## config.mk

```make
export PLATFORM = sky130hd
export DESIGN_NAME = imem_loader
export DESIGN_NICKNAME = d
export VERILOG_FILES = /design/src/rtl/imem_loader_pkg.sv /design/src/rtl/imem_loader_ack.sv /design/src/rtl/imem_loader.sv
export SDC_FILE = /design/constraint.sdc
export NUM_CORES = 1
export LEC_CHECK = 0
export ABC_AREA = 1
export CORE_MARGIN = 2
export CORE_UTILIZATION = 40
export DETAILED_ROUTE_END_ITERATION = 6
export GPL_ROUTABILITY_DRIVEN = 1
export PLACE_DENSITY = 0.59
export SYNTH_ARGS = -nofsm -noshare
export SYNTH_HDL_FRONTEND = slang
export SYNTH_HIERARCHICAL = 1
export SYNTH_SLANG_ARGS = --single-unit
```

## constraint.sdc

```tcl
create_clock -name clk -period 4.5 [get_ports clk]
set_input_delay 0.9 -clock clk [delete_from_list [all_inputs] [get_ports clk]]
set_output_delay 0.9 -clock clk [all_outputs]
set_load 0.05 [all_outputs]
```

## src/rtl/imem_loader_pkg.sv

```systemverilog
// Shared encodings for the instruction-memory image loader.
package imem_loader_pkg;

   typedef enum logic [2:0] {
      SYNC = 3'd0,
      LEN0 = 3'd1,
      LEN1 = 3'd2,
      DATA = 3'd3,
      CSUM = 3'd4,
      DONE = 3'd5
   } state_t;

   localparam logic [7:0] ACK_OK    = 8'h4B;
   localparam logic [7:0] ACK_ERR   = 8'h45;
   localparam logic [7:0] ACK_TMO   = 8'h54;
   localparam logic [7:0] DEF_MAGIC = 8'hA5;

endpackage

```

## src/rtl/imem_loader_ack.sv

```systemverilog
// Single-entry ack byte holder with a valid/ready handshake.
module imem_loader_ack (
   input  logic       clk,
   input  logic       reset,
   input  logic       push,
   input  logic [7:0] push_data,
   input  logic       tx_ready,
   output logic       tx_valid,
   output logic [7:0] tx_data
);

   // A new ack overwrites one still pending.
   always_ff @(posedge clk) begin
      if (reset) begin
         tx_valid <= 1'b0;
         tx_data  <= 8'h00;
      end else if (push) begin
         tx_valid <= 1'b1;
         tx_data  <= push_data;
      end else if (tx_valid && tx_ready) begin
         tx_valid <= 1'b0;
      end
   end

endmodule

```

## src/rtl/imem_loader.sv

```systemverilog
// Parses a framed firmware image from a byte stream and writes it
// into instruction memory, holding the core in reset until loaded.
module imem_loader
   import imem_loader_pkg::*;
#(
   parameter int         ADDR_WIDTH     = 10,
   parameter int         TIMEOUT_CYCLES = 1000000,
   parameter logic [7:0] MAGIC          = DEF_MAGIC
) (
   input  logic                  clk,
   input  logic                  reset,
   input  logic [7:0]            rx_data,
   input  logic                  rx_valid,
   output logic [7:0]            tx_data,
   output logic                  tx_valid,
   input  logic                  tx_ready,
   output logic                  imem_we,
   output logic [ADDR_WIDTH-1:0] imem_addr,
   output logic [31:0]           imem_wdata,
   output logic                  core_reset,
   output logic                  busy,
   output logic                  done,
   output logic                  error
);

   localparam int TW = $clog2(TIMEOUT_CYCLES + 1);
   localparam logic [16:0]   CAP   = 17'(1) << ADDR_WIDTH;
   localparam logic [TW-1:0] TLAST = TW'(TIMEOUT_CYCLES - 1);

   state_t        state;
   state_t        state_n;
   logic [TW-1:0] tmo_cnt;
   logic [15:0]   len;
   logic [15:0]   widx;
   logic [23:0]   asm_q;
   logic [1:0]    bidx;
   logic [7:0]    csum;
   logic [15:0]   len_full;
   logic          in_frame;
   logic          tmo_hit;
   logic          last_byte;
   logic          last_word;
   logic          ack_push;
   logic [7:0]    ack_byte;
   logic          err_set;
   logic          err_clr;

   assign in_frame  = state inside {LEN0, LEN1, DATA, CSUM};
   assign tmo_hit   = in_frame && !rx_valid && (tmo_cnt == TLAST);
   assign len_full  = {rx_data, len[7:0]};
   assign last_byte = (bidx == 2'd3);
   assign last_word = (widx == len - 16'd1);

   assign busy       = in_frame;
   assign done       = (state == DONE);
   assign core_reset = (state != DONE);

   always_ff @(posedge clk) begin
      if (reset) state <= SYNC;
      else       state <= state_n;
   end

   always_comb begin
      state_n  = state;
      ack_push = 1'b0;
      ack_byte = ACK_ERR;
      err_set  = 1'b0;
      err_clr  = 1'b0;
      if (tmo_hit) begin
         state_n  = SYNC;
         ack_push = 1'b1;
         ack_byte = ACK_TMO;
         err_set  = 1'b1;
      end else if (rx_valid) begin
         unique case (state)
            SYNC: if (rx_data == MAGIC) state_n = LEN0;
            LEN0: state_n = LEN1;
            LEN1: begin
               if ({1'b0, len_full} > CAP) begin
                  state_n  = SYNC;
                  ack_push = 1'b1;
                  err_set  = 1'b1;
               end else if (len_full == 16'd0) begin
                  state_n = CSUM;
               end else begin
                  state_n = DATA;
               end
            end
            DATA: if (last_byte && last_word) state_n = CSUM;
            CSUM: begin
               ack_push = 1'b1;
               if (rx_data == csum) begin
                  state_n  = DONE;
                  ack_byte = ACK_OK;
                  err_clr  = 1'b1;
               end else begin
                  state_n = SYNC;
                  err_set = 1'b1;
               end
            end
            DONE:    state_n = DONE;
            default: state_n = SYNC;
         endcase
      end
   end

   always_ff @(posedge clk) begin
      if (reset) begin
         tmo_cnt    <= '0;
         len        <= 16'd0;
         widx       <= 16'd0;
         asm_q      <= 24'd0;
         bidx       <= 2'd0;
         csum       <= 8'd0;
         error      <= 1'b0;
         imem_we    <= 1'b0;
         imem_addr  <= '0;
         imem_wdata <= 32'd0;
      end else begin
         imem_we <= 1'b0;
         if (err_set)      error <= 1'b1;
         else if (err_clr) error <= 1'b0;
         if (!in_frame || rx_valid || tmo_hit) tmo_cnt <= '0;
         else                                  tmo_cnt <= tmo_cnt + 1'b1;
         if (rx_valid) begin
            unique case (state)
               LEN0: len[7:0] <= rx_data;
               LEN1: begin
                  len[15:8] <= rx_data;
                  csum      <= 8'd0;
                  bidx      <= 2'd0;
                  widx      <= 16'd0;
               end
               DATA: begin
                  csum <= csum + rx_data;
                  bidx <= bidx + 2'd1;
                  // Little-endian: earlier bytes shift toward bit 0.
                  if (last_byte) begin
                     imem_we    <= 1'b1;
                     imem_addr  <= widx[ADDR_WIDTH-1:0];
                     imem_wdata <= {rx_data, asm_q};
                     widx       <= widx + 16'd1;
                  end else begin
                     asm_q <= {rx_data, asm_q[23:8]};
                  end
               end
               default: ;
            endcase
         end
      end
   end

   imem_loader_ack u_ack (
      .clk       (clk),
      .reset     (reset),
      .push      (ack_push),
      .push_data (ack_byte),
      .tx_ready  (tx_ready),
      .tx_valid  (tx_valid),
      .tx_data   (tx_data)
   );

endmodule

```

======== After elaboration in Yosys (flattened, before gate mapping) ========
Index checks and enable logic that the tools add are counted.
W data, S select, Z words.
word-level totals
  flip-flop bits (word level) ............. 142
  word-level logic and storage cells ...... 92
  input port bits ......................... 12
  output and inout port bits .............. 56
operators by class
  mux-type cells .......................... 31
  add/subtract/negate cells ............... 5
  reduce and logical (&&, ||, !) cells .... 24
  equal/unequal tests ..................... 14
  magnitude comparators ................... 1
  bitwise gates (word level) .............. 3
operators by type and width
  kind                     number
  $pmux W16 S2             1
  $add A20 B1 Y20 const B  1
  $eq A20 B20 Y1 const B   1
  $pmux W3 S6              1
  $add A16 B1 Y16 const B  1
  $eq A16 B16 Y1           1
  $gt A16 B11 Y1 const B   1
  $logic_not A16 Y1        1
  $mux W16                 1
  $pmux W8 S2              1
  $sub A16 B1 Y16 const B  1
  $mux W1                  15
  $mux W3                  5
  $mux W4                  3
  $reduce_and A3 Y1        4
  $add A8 B8 Y8            1
  $eq A8 B8 Y1             1
  $eq A8 B8 Y1 const B     1
  $eq A3 B2 Y1 const B     2
  $eq A3 B3 Y1 const B     2
  $reduce_and A2 Y1        3
  $reduce_bool A2 Y1       3
  $mux W5                  1
  $logic_and A1 B1 Y1      4
  15 further kinds         22

======== Logic depth before layout (Yosys ltp) ========
Gate-level depths: netlist (run 1).
  depth in word-level cells ............... 7
  gate-level depth with buffers ........... 15

======== By module ========
The synthesis (run 1) kept the hierarchy.
modules (own cells, without submodules)
  module           cells each  area an instance (sq um)  instances  sequential area each (sq um)
  imem_loader      867         6244.7                    1          2662.6
  imem_loader_ack  38          304.0                     1          180.2

======== Worst setup path before layout (run 1) ========
Ideal clock, no wire load.
  path kind ............................... in2reg
  start point ............................. input rx_data[0]
  end point ............................... register csum[6]
  path buffers ............................ 0
  setup slack ............................. 2.192 ns
  stages .................................. 11
  arrival ................................. 2.238 ns
  required time ........................... 4.430 ns
  path through ............................ ha_1 > fa_1 > a21oi_1 > o21ai_0 > nand2_1 > nand2_1 > a21oi_1 > nor2_1 > nor2_1 > nand2_1 > a21oi_1
between the ends
  longest elaborated chain between the ends .. 2
RTL lines
  item                  line                text
  from (decl)           imem_loader.sv:12   input logic [7:0] rx_data,
  $add A8 B8 Y8         imem_loader.sv:135  csum <= csum + rx_data;
  $pmux W8 S2           imem_loader.sv:126  unique case (state)
  to (signal assigned)  imem_loader.sv:135
  to (decl)             imem_loader.sv:37   logic [7:0] csum;
Every way passes these cells.
A chain may end at the register's enable or synchronous reset.

======== Worst setup path after layout (run 1) ========
  start point ............................. register state[0]
  end point ............................... output busy
between the ends
  longest elaborated chain between the ends .. 2
  elaborated cells between the ends (all ways) .. 5
  classes of those cells .................. eq/ne: 4; reduce/logical: 1
RTL lines
  item                                        line               text
  from (decl)                                 imem_loader.sv:30  state_t state;
  from (signal assigned)                      imem_loader.sv:60  else state <= state_n;
  $eq A3 B1 Y1, or another cell as far along  imem_loader.sv:48  assign in_frame = state inside {LEN0, LEN1, DATA, CSUM};
  $reduce_bool A4 Y1 (*)                      imem_loader.sv:48
  to (decl)                                   imem_loader.sv:21  output logic busy,
Every way passes the cells marked *; elsewhere a longest branch is shown, timed or not.

==> metrics.txt, run 1 <==
Worst Path Buf+Inv=2; post-CTS setup buffer count=0; Overflow after GRT=0; Finished Cell Area=7980 µm²; VDD IR max=333 µV; vias in the first global route=5423; Die Height=132 µm; crit end category=output pin; core area=15900 µm²; dpl cell area=7400 µm²; Netlist Area Pre-Place=6550 µm²; crit-path cells=inv_2 > nor2_1 > nand2_1 > nand3_2 > clkdlybuf4s50_1; post_cts resized=0; Worst path max stage delay=830 ps; multi-input combinational cell area=3240 µm²; DRT Pass-1 Iters=5; Iter 0 DRT Violations=380; f_max=318 MHz; Die X=132 µm; Hold WS=449 ps; worst relative slew slack=46.3%; Core Util, Final=50.0%; Syn Area/Cell=7.24 µm²; aggregate routed wire length=16600 µm; gpl congestion=0.882; crit start category=flip-flop; Vias/cell=4.93; placed wire-length estimate=11300 µm; final setup skew=8.12 ps; CP max stage cell=clkdlybuf4s50_1; Finish-stage setup viols=0; # DRC=0; Final WS setup=1350 ps; Clock transition at path regs=70 ps; Leak=3.38 nW; Final #Nets=992; Max Fanout on Critical Path=8; setup_tns=0 ps; Clk Latency, worst-skew pair=430 ps; initial core utilization=41.1%; DP Cell Count=1164; full die area=17400 µm²; worst min-delay path class=flip-flop to flip-flop; CP required=3600 ps; initial antenna violation count=0; layout cells sized above 1=8.78%; Final Max Slew Viols=0; ANT nets after route=0; Overall Power=4.05 mW; largest net degree at the start of global routing=85; outcome=finished, final reports clean; I/O Pins=68; Seq/Total Area, Yosys=43.4%; Cell Pwr Density=508 nW/µm²; fin crit share=70.0%; FF/Latch Area=2840 µm²; async set-or-reset flop fraction in the synthesized netlist=0%; clock tree buffer depth=2; pre-CTS worst setup slack=1300 ps; CP Class=flip-flop to output pin; H-tree depth=4; CTS tree=done; Num CTS Buffers=17; crit-path leading delay family=buffers and inverters; synthesis-stage register bit count=142; Hold Violations, Final=0; count of input and output buffers=67; Filler cells=1625; Post-synth top flop=dfxtp_1; RSZ-0062 raised after global routing=no; Post-synth EDFFs=0; fin crit period=3150 ps; CTS Root Cell=clkbuf_16; CTS Hold Bufs=0; clk sinks=142; total track usage=19.5%; global-route wire length before repair=27300 µm; Worst Tran Pin Value=804 ps; commonest cells after routing, fill and taps aside=nor2_1 (178), dfxtp_1 (142), nand2_1 (120); # diodes=0; synth unique cells=44; Max Cap Viol=0; Non-Filler Instances=1196; Mapped Cells=905; yosys warns=6; synthesis-to-layout area growth=21.8%; Vias=5898; # rows=46; post-DR wirelength/cell=13.9 µm; most common cell after layout, fill and taps aside=nor2_1; Critical Path AT=2250 ps
## report_power, final
part           internal (mW)  switching, mW
sequential              1.36         0.0955
combinational          0.411          0.802
clock                  0.773          0.612
total                   2.54           1.51
## synth_stat cells, drive strengths merged (12+ instances only)
master	number	area, µm²
nor2	193	782
nand3	38	213
o21ai	111	556
nor3	25	151
buf	12	67.6
inv	86	323
xor2	14	123
ha	12	150
a21oi	76	399
nand2	127	494
dfxtp	142	2840
clkbuf	19	72.6
## worst paths after layout
check        startpoint     endpoint  slack (ps)  cells after the start
max            state[0]         busy        1350                      5
min          tmo_cnt[0]   tmo_cnt[0]         450                      1
max reg2reg    state[0]  tmo_cnt[11]        2240                      9
min reg2reg  tmo_cnt[0]   tmo_cnt[0]         450                      1
## layer usage
metal,wire length [µm],vias to the layer above,global-route usage (%)
met5,0,-,0
met4,335,0,8.03
met3,847,29,4.27
met2,7600,145,30.5
met1,7860,2651,26.1
li1,-,3073,-
## registers in the layout, indices dropped and copies added (netlist names)
name            flops
widx               16
csum                8
u_ack/tx_data       8
bidx                2
state               3
u_ack/tx_valid      1
len                16
tmo_cnt            20
asm_q              24
imem_wdata         32
imem_addr          10
error               1
imem_we             1
## cell type report
type / count / share of cell area (%)
inverter: 87 / 4.09
clock inverter: 12 / 1.41
timing repair buffer: 73 / 8.97
multi-input combinational: 646 / 40.7
tap: 216 / 3.39
sequential: 142 / 35.6
clock buffer: 20 / 5.85
## cells by family (layout without fill, tap and decap cells)
family | count (synthesis) | in the layout | share of synthesized area, %
fa+ha+maj | 13 | 13 | 2.60
other cells | 2 | 3 | 0.115
xor+xnor | 23 | 23 | 3.08
buf+inv | 118 | 192 | 7.13
compound gates | 200 | 200 | 16.0
simple gates | 407 | 407 | 27.6
flops | 142 | 142 | 43.4
(Power assumes the default switching activity.)
==> run 2: changes to the inputs <==
==> constraint.sdc (replaced) <==
create_clock -name clk -period 3.3 [get_ports clk]
set_input_delay 0.66 -clock clk [delete_from_list [all_inputs] [get_ports clk]]
set_output_delay 0.66 -clock clk [all_outputs]
set_load 0.05 [all_outputs]
==> run 2 against run 1 <==
Net effect:
- largest cell class unchanged
- critical path type unchanged
- critical path depth did not move
- global-route usage fell by 0.19 points
- critical endpoint unchanged
- final cell count increased by 0.59%
- highest routed layer unchanged
- worst setup slack worse by 960 ps
- combinational power rose by 37%
==> metrics.txt, run 2 (synthesized netlist as in run 1, its figures left out) <==
outcome=finished, final reports clean (unchanged); fin crit period=2910 ps; f_max=343 MHz; pre-CTS worst setup slack=482 ps (was 1300 ps); setup_tns=0 ps (unchanged); Final #Nets=999 (was 992); Overflow after GRT=0 (unchanged); CTS Hold Bufs=0 (unchanged); CTS Root Cell=clkbuf_16 (unchanged); Non-Filler Instances=1203 (was 1196); core area=15900 µm² (unchanged); Max Fanout on Critical Path=8 (unchanged); Final Max Slew Viols=0 (unchanged); worst min-delay path class=flip-flop to flip-flop (unchanged); worst relative slew slack=50.6% (was 46.3%); Die X=132 µm (unchanged); CP max stage cell=clkdlybuf4s50_1 (unchanged); Hold WS=448 ps (was 449 ps); clock tree buffer depth=2 (unchanged); aggregate routed wire length=16400 µm (was 16600 µm); Final WS setup=387 ps (was 1350 ps); Leak=3.42 nW (was 3.38 nW); placed wire-length estimate=11500 µm (was 11300 µm); Iter 0 DRT Violations=350 (was 380); Biggest register=imem_wdata (unchanged); Clk Latency, worst-skew pair=420 ps (was 430 ps); gpl congestion=0.842 (was 0.882); # DRC=0 (unchanged); Num CTS Buffers=17 (unchanged); hold_sp=tmo_cnt[0] (unchanged); post-CTS setup buffer count=0 (unchanged); synthesis-to-layout area growth=23.1% (was 21.8%); post-DR wirelength/cell=13.7 µm (was 13.9 µm); Critical Path AT=2250 ps (about the same); ANT nets after route=0 (unchanged); crit-path leading delay family=buffers and inverters (unchanged); count of input and output buffers=67 (unchanged); DRT Pass-1 Iters=5 (unchanged); crit end category=output pin (unchanged); global-route wire length before repair=27200 µm (was 27300 µm); largest net degree at the start of global routing=85 (unchanged); full die area=17400 µm² (unchanged); Finish-stage setup viols=0 (unchanged); total track usage=19.3% (was 19.5%); Filler cells=1601 (was 1625); crit-path cells=inv_2 > nor2_1 > nand2_1 > nand3_2 > clkdlybuf4s50_1 (unchanged); crit start category=flip-flop (unchanged); Vias=5838 (was 5898); max reg flops=32 (unchanged); initial core utilization=41.1% (unchanged); post_cts resized=0 (unchanged); # diodes=0 (unchanged); vias in the first global route=5320 (was 5423); Setup crit start=state[0] (unchanged); Worst Path Buf+Inv=2 (unchanged); R2R Path Start=state[0] (unchanged); most common cell after layout, fill and taps aside=nor2_1 (unchanged); Worst path max stage delay=820 ps (was 830 ps); clk sinks=142 (unchanged); CTS tree=done (unchanged); fin crit share=88.3%; multi-input combinational cell area=3240 µm² (unchanged); Cell Pwr Density=695 nW/µm² (was 508 nW/µm²); commonest cells after routing, fill and taps aside=nor2_1 (178), dfxtp_1 (142), nand2_1 (120) (unchanged); VDD IR max=536 µV (was 333 µV); layout cells sized above 1=9.32% (was 8.78%); Clock transition at path regs=60 ps (was 70 ps); RSZ-0062 raised after global routing=no (unchanged); FF/Latch Area=2840 µm² (unchanged); final setup skew=11.5 ps (was 8.12 ps); initial antenna violation count=0 (unchanged); Max Cap Viol=0 (unchanged); Finished Cell Area=8060 µm² (was 7980 µm²); CP required=2640 ps (was 3600 ps); H-tree depth=4 (unchanged); CP Class=flip-flop to output pin (unchanged); Worst Tran Pin Value=741 ps (was 804 ps); top flop regs=imem_wdata: 32 flops, asm_q: 24 flops, tmo_cnt: 20 flops (unchanged); Hold Violations, Final=0 (unchanged); # rows=46 (unchanged); I/O Pins=68 (unchanged); Die Height=132 µm (unchanged); Vias/cell=4.85 (was 4.93); dpl cell area=7460 µm² (was 7400 µm²); DP Cell Count=1171 (was 1164)
[run 2: path summary, 6_finish.rpt]
path                               endpoint  slack [ps]  depth (start not counted)
worst max register to register  tmo_cnt[13]        1150                          9
worst min register to register   tmo_cnt[0]         450                          1
worst max-delay path                   busy         390                          5
worst min-delay path             tmo_cnt[0]         450                          1
[run 2: final cells by class]
class                           instances  area share [%]
Tap cell                              216            3.35
Multi-Input combinational cell        646            40.2
Timing Repair Buffer                   80            9.69
Inverter                               87            4.05
Clock buffer                           19            5.50
Clock inverter                         13            1.89
Sequential cell                       142            35.3
[run 2: power by group]
group,leakage [nW],switching [mW],internal [mW]
registers,1.15,0.130,1.85
clock network,0.293,0.803,1.15
logic,1.99,1.09,0.569
[run 2: metal layers]
| metal | part of all wire, % | GRT usage, % |
|---|---|---|
| met5 | 0 | 0 |
| met4 | 1.5 | 6.58 |
| met3 | 3.5 | 4.00 |
| met2 | 44 | 29.7 |
| met1 | 51 | 27.0 |
[run 2: per-stage QoR]
stage / utilization, % / total power, mW
2_1_floorplan: - / 3.26
3_3_place_gp: 46.8 / 3.67
3_5_place_dp: 46.8 / 3.67
4_1_cts: 50.5 / 5.64
5_1_grt: 50.5 / 5.93
6_report: 50.5 / 5.60
[run 2: worst register-to-register path: stages (launching register included)]
cell and delay (ps):
dfxtp_1 520, inv_2 130, nor2_1 150, nand2_1 120, nand3_2 100, nand2_2 60
inv_2 50, nand3_1 430, buf_4 350, nor3_1 170
